===== config.mk =====
export PLATFORM = sky130hd
export DESIGN_NAME = rr_arbiter_n_flat
export DESIGN_NICKNAME = d
export VERILOG_FILES = /design/src/rtl/rr_arb_pkg.sv /design/src/rtl/rr_arbiter_n_if.sv /design/src/rtl/rr_arb_pick.sv /design/src/rtl/rr_arbiter_n.sv /design/src/flat_wrapper.sv
export SDC_FILE = /design/constraint.sdc
export NUM_CORES = 1
export LEC_CHECK = 0
export ABC_AREA = 1
export BUFFER_PORTS_ARGS = -buffer_cell sky130_fd_sc_hd__buf_4
export CAP_MARGIN = 20
export CORE_MARGIN = 2
export CORE_UTILIZATION = 40
export CTS_BUF_LIST = sky130_fd_sc_hd__clkbuf_8
export CTS_CLUSTER_SIZE = 30
export DETAILED_ROUTE_END_ITERATION = 7
export GPL_ROUTABILITY_DRIVEN = 0
export PLACE_DENSITY = 0.63
export SLEW_MARGIN = 0
export SYNTH_ARGS = -nofsm -noshare
export SYNTH_HDL_FRONTEND = slang
export SYNTH_SLANG_ARGS = --single-unit

===== constraint.sdc =====
create_clock -name clock -period 2.1 [get_ports clock]
set_clock_uncertainty 0.15 [all_clocks]
set_input_delay 0.105 -clock clock [delete_from_list [all_inputs] [get_ports clock]]
set_output_delay 0.105 -clock clock [all_outputs]
set_load 0.01 [all_outputs]

===== src/rtl/rr_arb_pkg.sv =====
// Shared types and constants for the rr_arbiter_n slice: FSM state encoding,
// index-width helper and priority-mode encodings.
package rr_arb_pkg;

  localparam int RR_MODE_FIXED = 0;
  localparam int RR_MODE_RR    = 1;

  localparam logic [0:0] ST_IDLE = 1'b0;
  localparam logic [0:0] ST_BUSY = 1'b1;

  typedef enum logic [0:0] {
    IDLE = ST_IDLE,
    BUSY = ST_BUSY
  } arb_state_e;

  function automatic int idx_w(input int n);
    return (n <= 2) ? 1 : $clog2(n);
  endfunction

endpackage


===== src/rtl/rr_arbiter_n_if.sv =====
// Request/grant bundle between requesters (master) and the arbiter (slave).
interface rr_arbiter_n_if #(
  parameter int N_REQ = 4
);
  import rr_arb_pkg::*;

  localparam int IW = idx_w(N_REQ);

  // req is level-sensitive and sampled only at rising edges; a requester
  // keeps its bit high for as long as it wants the resource. gnt is registered,
  // one-hot or zero, and stays with its owner until that owner drops req.
  logic [N_REQ-1:0] req;
  logic [N_REQ-1:0] gnt;
  logic             gnt_valid;
  logic [IW-1:0]    gnt_id;

  modport master (output req, input gnt, gnt_valid, gnt_id);
  modport slave  (input req, output gnt, gnt_valid, gnt_id);

endinterface


===== src/rtl/rr_arb_pick.sv =====
// Combinational circular priority search: first set bit of req_i at or after
// start_i, wrapping from N_REQ-1 back to 0.
module rr_arb_pick
  import rr_arb_pkg::*;
#(
  parameter  int N_REQ = 4,
  localparam int IW    = idx_w(N_REQ)
) (
  input  logic [N_REQ-1:0] req_i,
  input  logic [IW-1:0]    start_i,
  output logic [N_REQ-1:0] gnt_o,
  output logic [IW-1:0]    idx_o,
  output logic             any_o
);

  logic [IW-1:0] cand;

  always_comb begin
    gnt_o = '0;
    idx_o = '0;
    any_o = 1'b0;
    cand  = '0;
    for (int off = 0; off < N_REQ; off++) begin
      cand = IW'((int'(start_i) + off) % N_REQ);
      if (!any_o && req_i[cand]) begin
        gnt_o[cand] = 1'b1;
        idx_o       = cand;
        any_o       = 1'b1;
      end
    end
  end

endmodule


===== src/rtl/rr_arbiter_n.sv =====
// N-way arbiter with round-robin or fixed priority and registered grants.
// Optional hold limit enabled by defining RR_ARB_HOLD_LIMIT_EN.
module rr_arbiter_n
  import rr_arb_pkg::*;
#(
  parameter  int N_REQ    = 4,
  parameter  int RR_MODE  = 1,
  parameter  int MAX_HOLD = 8,
  localparam int IW       = idx_w(N_REQ)
) (
  input  logic                 clock,
  input  logic                 reset,
  rr_arbiter_n_if.slave        bus,
  output arb_state_e           dbg_state_o,
  output logic [IW-1:0]        dbg_last_owner_o
);

  if (N_REQ < 2 || N_REQ > 16 || MAX_HOLD < 2 || MAX_HOLD > 255) begin : g_bad_param
    $error("rr_arbiter_n: N_REQ or MAX_HOLD out of range");
  end

  arb_state_e       state_q, state_d;
  logic [N_REQ-1:0] gnt_q, gnt_d;
  logic             gnt_valid_q, gnt_valid_d;
  logic [IW-1:0]    gnt_id_q, gnt_id_d;
  logic [IW-1:0]    last_q, last_d;

  logic [N_REQ-1:0] pick_req;
  logic [IW-1:0]    start_idx;
  logic [N_REQ-1:0] pick_gnt;
  logic [IW-1:0]    pick_idx;
  logic             pick_any;
  logic             owner_req;
  logic             force_rearb;
  logic             take_new;
  logic             go_idle;

  // The current owner never competes: in IDLE gnt_q is zero, in BUSY the owner
  // either released or is being pushed out by the hold limit.
  assign pick_req  = bus.req & ~gnt_q;
  assign owner_req = |(bus.req & gnt_q);
  assign start_idx = (RR_MODE == RR_MODE_RR)
                   ? ((last_q == IW'(N_REQ - 1)) ? '0 : last_q + 1'b1)
                   : '0;

  rr_arb_pick #(.N_REQ(N_REQ)) u_pick (
    .req_i   (pick_req),
    .start_i (start_idx),
    .gnt_o   (pick_gnt),
    .idx_o   (pick_idx),
    .any_o   (pick_any)
  );

`ifdef RR_ARB_HOLD_LIMIT_EN
  logic [7:0] hold_cnt_q, hold_cnt_d;

  assign force_rearb = (state_q == BUSY) && (hold_cnt_q == 8'(MAX_HOLD)) && pick_any;

  // Counts cycles the current grant has been visible; saturates at MAX_HOLD.
  always_comb begin
    hold_cnt_d = hold_cnt_q;
    if (take_new) begin
      hold_cnt_d = 8'd1;
    end else if (go_idle) begin
      hold_cnt_d = '0;
    end else if (state_q == BUSY && hold_cnt_q < 8'(MAX_HOLD)) begin
      hold_cnt_d = hold_cnt_q + 8'd1;
    end
  end

  always_ff @(posedge clock) begin
    if (reset) hold_cnt_q <= '0;
    else       hold_cnt_q <= hold_cnt_d;
  end
`else
  assign force_rearb = 1'b0;
`endif

  always_comb begin
    state_d     = state_q;
    gnt_d       = gnt_q;
    gnt_valid_d = gnt_valid_q;
    gnt_id_d    = gnt_id_q;
    last_d      = last_q;
    take_new    = 1'b0;
    go_idle     = 1'b0;
    case (state_q)
      IDLE: take_new = pick_any;
      BUSY: begin
        if (!owner_req || force_rearb) begin
          take_new = pick_any;
          go_idle  = !pick_any;
        end
      end
      default: go_idle = 1'b1;
    endcase
    if (take_new) begin
      state_d     = BUSY;
      gnt_d       = pick_gnt;
      gnt_valid_d = 1'b1;
      gnt_id_d    = pick_idx;
      last_d      = pick_idx;
    end else if (go_idle) begin
      state_d     = IDLE;
      gnt_d       = '0;
      gnt_valid_d = 1'b0;
      gnt_id_d    = '0;
    end
  end

  always_ff @(posedge clock) begin
    if (reset) begin
      state_q     <= IDLE;
      gnt_q       <= '0;
      gnt_valid_q <= 1'b0;
      gnt_id_q    <= '0;
      last_q      <= IW'(N_REQ - 1);
    end else begin
      state_q     <= state_d;
      gnt_q       <= gnt_d;
      gnt_valid_q <= gnt_valid_d;
      gnt_id_q    <= gnt_id_d;
      last_q      <= last_d;
    end
  end

  assign bus.gnt          = gnt_q;
  assign bus.gnt_valid    = gnt_valid_q;
  assign bus.gnt_id       = gnt_id_q;
  assign dbg_state_o      = state_q;
  assign dbg_last_owner_o = last_q;

endmodule


===== src/flat_wrapper.sv =====
// flat-port wrapper written by rule: the top's interface ports become plain ports
module rr_arbiter_n_flat import rr_arb_pkg::*;
#(
  parameter  int N_REQ    = 4,
  parameter  int RR_MODE  = 1,
  parameter  int MAX_HOLD = 8,
  localparam int IW       = idx_w(N_REQ)
)
  (clock, reset, dbg_state_o, dbg_last_owner_o, bus_req, bus_gnt, bus_gnt_valid, bus_gnt_id);
  rr_arbiter_n_if #(.N_REQ(N_REQ)) bus_i ();
  input  logic clock;
  input  logic reset;
  output arb_state_e dbg_state_o;
  output logic [IW-1:0] dbg_last_owner_o;
  input wire logic [$bits(bus_i.req)-1:0] bus_req;
  output wire logic [$bits(bus_i.gnt)-1:0] bus_gnt;
  output wire logic [$bits(bus_i.gnt_valid)-1:0] bus_gnt_valid;
  output wire logic [$bits(bus_i.gnt_id)-1:0] bus_gnt_id;
  assign bus_i.req = bus_req;
  assign bus_gnt = bus_i.gnt;
  assign bus_gnt_valid = bus_i.gnt_valid;
  assign bus_gnt_id = bus_i.gnt_id;
  rr_arbiter_n #(.N_REQ(N_REQ), .RR_MODE(RR_MODE), .MAX_HOLD(MAX_HOLD)) u_core (.clock(clock), .reset(reset), .bus(bus_i), .dbg_state_o(dbg_state_o), .dbg_last_owner_o(dbg_last_owner_o));
endmodule

After elaboration in Yosys (flattened, before gate mapping) --
Index checks and enable logic that the tools add are counted.
Cells by class: bitwise operators 7, reductions and logical operators 13, order comparisons 8, $add $sub $neg 4, equal/unequal tests 1, muxes and demuxes 39
Operator list (count):
- $mux W4 | 6
- $mux W1 | 17
- $mux W2 | 7
- $lt A2 B3 Y1 const B | 4
- $or A4 B4 Y4 | 3
- $and A4 B4 Y4 | 2
- $bmux W1 S2 | 4
- $demux W1 S2 | 4
- $ge A2 B1 Y1 const B | 4
- $logic_and A1 B1 Y1 | 7
- $add A2 B1 Y2 const B | 2
- $add A2 B2 Y2 const B | 2
- $logic_not A1 Y1 | 4
- $not A4 Y4 | 1
- $reduce_or A4 Y1 | 1
- $eq A2 B2 Y1 const B | 1
- $pmux W1 S2 | 1
- $reduce_bool A2 Y1 | 1
- $not A1 Y1 | 1
Storage, ports and cells: bits of input ports 6, logic and storage cells 76, output and inout bits 10, register bits 9

Longest topological paths before layout --
depth after elaboration 19, mapped depth 14, gate-level depth less buffers 14

By module --
From an unflattened synthesis, not the netlist that was laid out.
Second synthesis, totals: cells, all modules 133, area total of the unflattened synthesis 879.6 um^2
Modules (own cells, without submodules):
- rr_arb_pick | cells an instance 74, times used 1, area an instance 440.4 um^2, sequential area each 0.0 um^2
- rr_arbiter_n | cells an instance 59, times used 1, area an instance 439.2 um^2, sequential area each 180.2 um^2

Worst setup path after synthesis --
OpenSTA, ideal clock, no wires.
path type reg-to-reg, from register u_core.last_q[0] (netlist: u_core.dbg_last_owner_o[0]), to register u_core.gnt_id_q[0] (netlist: u_core.bus.gnt_id[0]), cell stages (with the launch flop) 10, clock period less this slack 2.090 ns, setup slack 0.010 ns, arrival 1.874 ns, path buffers 0, library setup time 0.066 ns, data required time 1.884 ns, cell sequence dfxtp_1 > inv_2 > ha_1 > or2_1 > nand3_1 > o21ai_4 > nand3b_1 > nand2_2 > nand3_1 > a21oi_2
On the way: word-level cells in the longest chain between the ends 18, elaborated cells on any way between the ends 35, classes of those cells 4 x add/sub; 1 x eq/ne; 22 x mux; 8 x reduce/logical
Ends and longest elaborated chain:
- start, declared | RTL line rr_arbiter_n.sv:26 | logic [IW-1:0] last_q, last_d;
- start signal, assigned | RTL line rr_arbiter_n.sv:117 | last_q <= IW'(N_REQ - 1);
- start signal, assigned | RTL line rr_arbiter_n.sv:123 | last_q <= last_d;
- $add A2 B1 Y2 / $eq A2 B2 Y1 (equally long branches) | RTL line rr_arbiter_n.sv:43 | ? ((last_q == IW'(N_REQ - 1)) ? '0 : last_q + 1'b1)
- $mux W2 * | RTL line rr_arbiter_n.sv:43
- parallel branches: the longest is 16 deep, another holds $add A2 B1 Y2
- end signal, assigned | RTL line rr_arbiter_n.sv:122 | gnt_id_q <= gnt_id_d;
- end, declared | RTL line rr_arbiter_n.sv:25 | logic [IW-1:0] gnt_id_q, gnt_id_d;
Every way passes the cells marked *. The select of a mux whose other input is x is not followed. A chain may end at the register's enable or synchronous reset.

Worst setup path in the final report --
Ends and elaborated chain as after synthesis.

==> results.cfg <==
[outcome]
outcome = completed

[floorplanning]
io_pins = 16
floorplan.initialDensity_pct = 42.0
die_w_um = 52.2
die_area_mm2 = 0.00273
rows = 17
core_area_mm2 = 0.00221
die_y_um = 52.2

[worst_setup_path]
worst_r2r_path_depth = 9
crit_path_end_kind = flip-flop
crit_buf_inv = 1
reg2reg_slack_ps = 130
crit_path_frequent_cell = nand3_1
worst_ep_arrival_time_ps = 1990
start_kind = flip-flop
cp-startpoint = u_core.dbg_last_owner_o[0]$_SDFFE_PP1P_
worstReg2RegEnd = u_core.bus.gnt_id[0]$_SDFFE_PP0P_
timing.rr.start = u_core.dbg_last_owner_o[0]$_SDFFE_PP1P_
path_cells = buf_4, ha_1, or2_4, nand3_1, o21ai_4, nand3b_1, nand2_2, nand3_1, a21oi_2
critical_path_class = reg2reg
cp_slowest_cell = dfxtp_2
required_ps = 2120
crit_path_max_incr_delay_ps = 340
crit_family = simple AND/OR/NAND/NOR gates
path_max_fanout = 6

[min_path]
hp-class = reg2reg
whs_path_depth = 2
hold_end = u_core.bus.gnt_id[1]$_SDFFE_PP0P_
min_from = u_core.bus.gnt_id[1]$_SDFFE_PP0P_

[sta]
fin_crit_sh_pct = 93.9
finalHoldViolCount = 0
setup_violations = 0
min_period_ps = 1970
maxSlewViolCount = 0
tns_ps = 0
fmax_mhz = 507
worst_slew_pin_slew_ps = 449
relSlewSlack_pct = 70.1

[cells_and_area]
layout_common_cells = nand2_1, buf_4, nand3_1
final_nets = 195
layout_commonest_cell = nand2_1
diodes = 0
areaGrowthSynthToFinish_pct = 40.5
drive_gt1_share_pct = 37.8
design_area_mm2 = 0.00131

[global_route]
grt_first_pass_wirelength_um = 3680
grt_pass1_vias = 854
grt-ovfl-total = 0
track_usage_pct = 18.1
antenna_found_initial = 0
grt_max_degree = 12

[clock_network]
cts.path.max_buffers = 2
numCtsBuffers = 3
ctsHtreeMaxLevel = 1
cts-root-buf = clkbuf_8
cts.sinks = 9
clk_latency_ps = 230
clk_pin_slew_ps = 40
cts_tree = built

[power]
p_seq_share_pct = 11.3
power_density_mw_per_mm2 = 2030
power_leakage_nw = 0.675
swShare_pct = 50.8
p_switching_mw = 1.35
vdd_drop_max_mv = 1.03
power_frac_comb_pct = 81.5
p_int_mw = 1.31
clkPwrFrac_pct = 7.2

[yosys]
synth.distinct_cells = 23
syn_nets = 153
synth_area_leaders = dfxtp_1, nand2_1, nand3_1
avgSynthCellArea_um2 = 6.69
yosys_warnings = 0
yosysTopAreaCell = dfxtp_1
postSynthCellCount = 139
synth_top_area_share_pct = 19.4
ys_seq_area_share_pct = 19.4
syn-cell-area_um2 = 930
synth-seq-cells = 9

[drt]
drc = 0
vias = 1047
vias_per_cell = 5.03
first_pass_iters = 5
routedWlPerCell_um = 12.0
wirelength_um = 2500
drtIter0Drc = 36
ant_nets = 0

[flow_run]
drv_cap = 0

[placement]
port-buffer-count = 15
placed_area_mm2 = 0.00119
hpwl_um = 2000
## worst reg2reg max path, delay by kind of cell (launching register included)
family	cells	cell delay (ps)
and+or+nand+nor	5	830
buffers and inverters	1	140
AOI/OAI and AO/OA	2	210
adders and majority gates	1	230
DFF	1	340
## how the worst max path moves through the flow
stage,slack [ps],cells after the start,to
6_report,130,9,u_core.bus.gnt_id[0]$_SDFFE_PP0P_
2_1_floorplan,10,9,u_core.bus.gnt_id[0]$_SDFFE_PP0P_
3_5_place_dp,20,12,u_core.bus.gnt[0]$_SDFFE_PP0P_
4_1_cts,20,11,u_core.bus.gnt_id[0]$_SDFFE_PP0P_
5_1_grt,-5,11,u_core.bus.gnt[2]$_SDFFE_PP0P_
3_3_place_gp,70,10,u_core.bus.gnt_id[0]$_SDFFE_PP0P_
## metal layers
metal / up-vias / wire (µm) / GRT usage, %
li1: 541 / - / -
met1: 470 / 1210 / 25.5
met2: 32 / 1150 / 28.7
met3: 4 / 122 / 4.29
met4: 0 / 21 / 2.56
met5: - / 0 / 0
## registers in the layout, summed over array words and instances (netlist names)
name,count
u_core.dbg_last_owner_o,2
u_core.dbg_state_o,1
u_core.bus.gnt_id,2
u_core.bus.gnt,4
## power by group through the flow
stage,clock network (mW),logic (mW),registers [mW]
final,0.192,2.16,0.300
after global routing,0.201,2.36,0.308
after CTS,0.194,1.94,0.295
after detailed placement,0,1.93,0.299
after global placement,0,1.91,0.295
after floorplan,0,1.26,0.327
## what timing repair did
action,CTS,global route
buffers inserted,0,4
setup endpoints to repair,0,9
gates resized for setup,0,7
hold endpoints to repair,6,0
hold buffers,1,0
## cell families after synthesis
kind of cell	synth area share, %
AND/OR/NAND/NOR	51.5
buffers and inverters	9.29
AO/OA/AOI/OAI	9.02
flip-flops	19.4
adder cells (fa/ha/maj)	10.8
## per-stage QoR
stage	std cells	hold WS, ps	worst slack, ps	utilization (%)	total power [mW]
global placement	198	169	67.6	54.0	2.20
finish	208	330	128	59.0	2.65
global route	208	369	-4.67	59.0	2.87
CTS	203	330	16.9	56.4	2.43
floorplan	139	17.4	10.1	-	1.59
detailed placement	198	165	20.7	54.0	2.23
## synth_stat cells
cell / instances
a21oi_1: 6
a21oi_2: 1
a221oi_1: 1
buf_4: 1
buf_6: 1
dfxtp_1: 9
ha_1: 8
inv_1: 15
inv_2: 3
nand2_1: 42
nand2_2: 3
nand2_4: 4
nand3_1: 23
nand3_2: 5
nand3b_1: 1
nand4_1: 5
nor2_1: 2
nor2_2: 1
nor2_4: 3
o211ai_1: 2
o21ai_0: 1
o21ai_4: 1
or2_1: 1
## area by class of cell
type                       count  area [µm²]
inverter                      18        67.6
timing repair buffer          38         288
tap                           28        35.0
clock buffer                   3        41.3
fill                         205         906
multi-input combinational    111         689
clock inverter                 1        3.75
sequential                     9         181
Note: power is estimated with default switching activity, not from simulation.
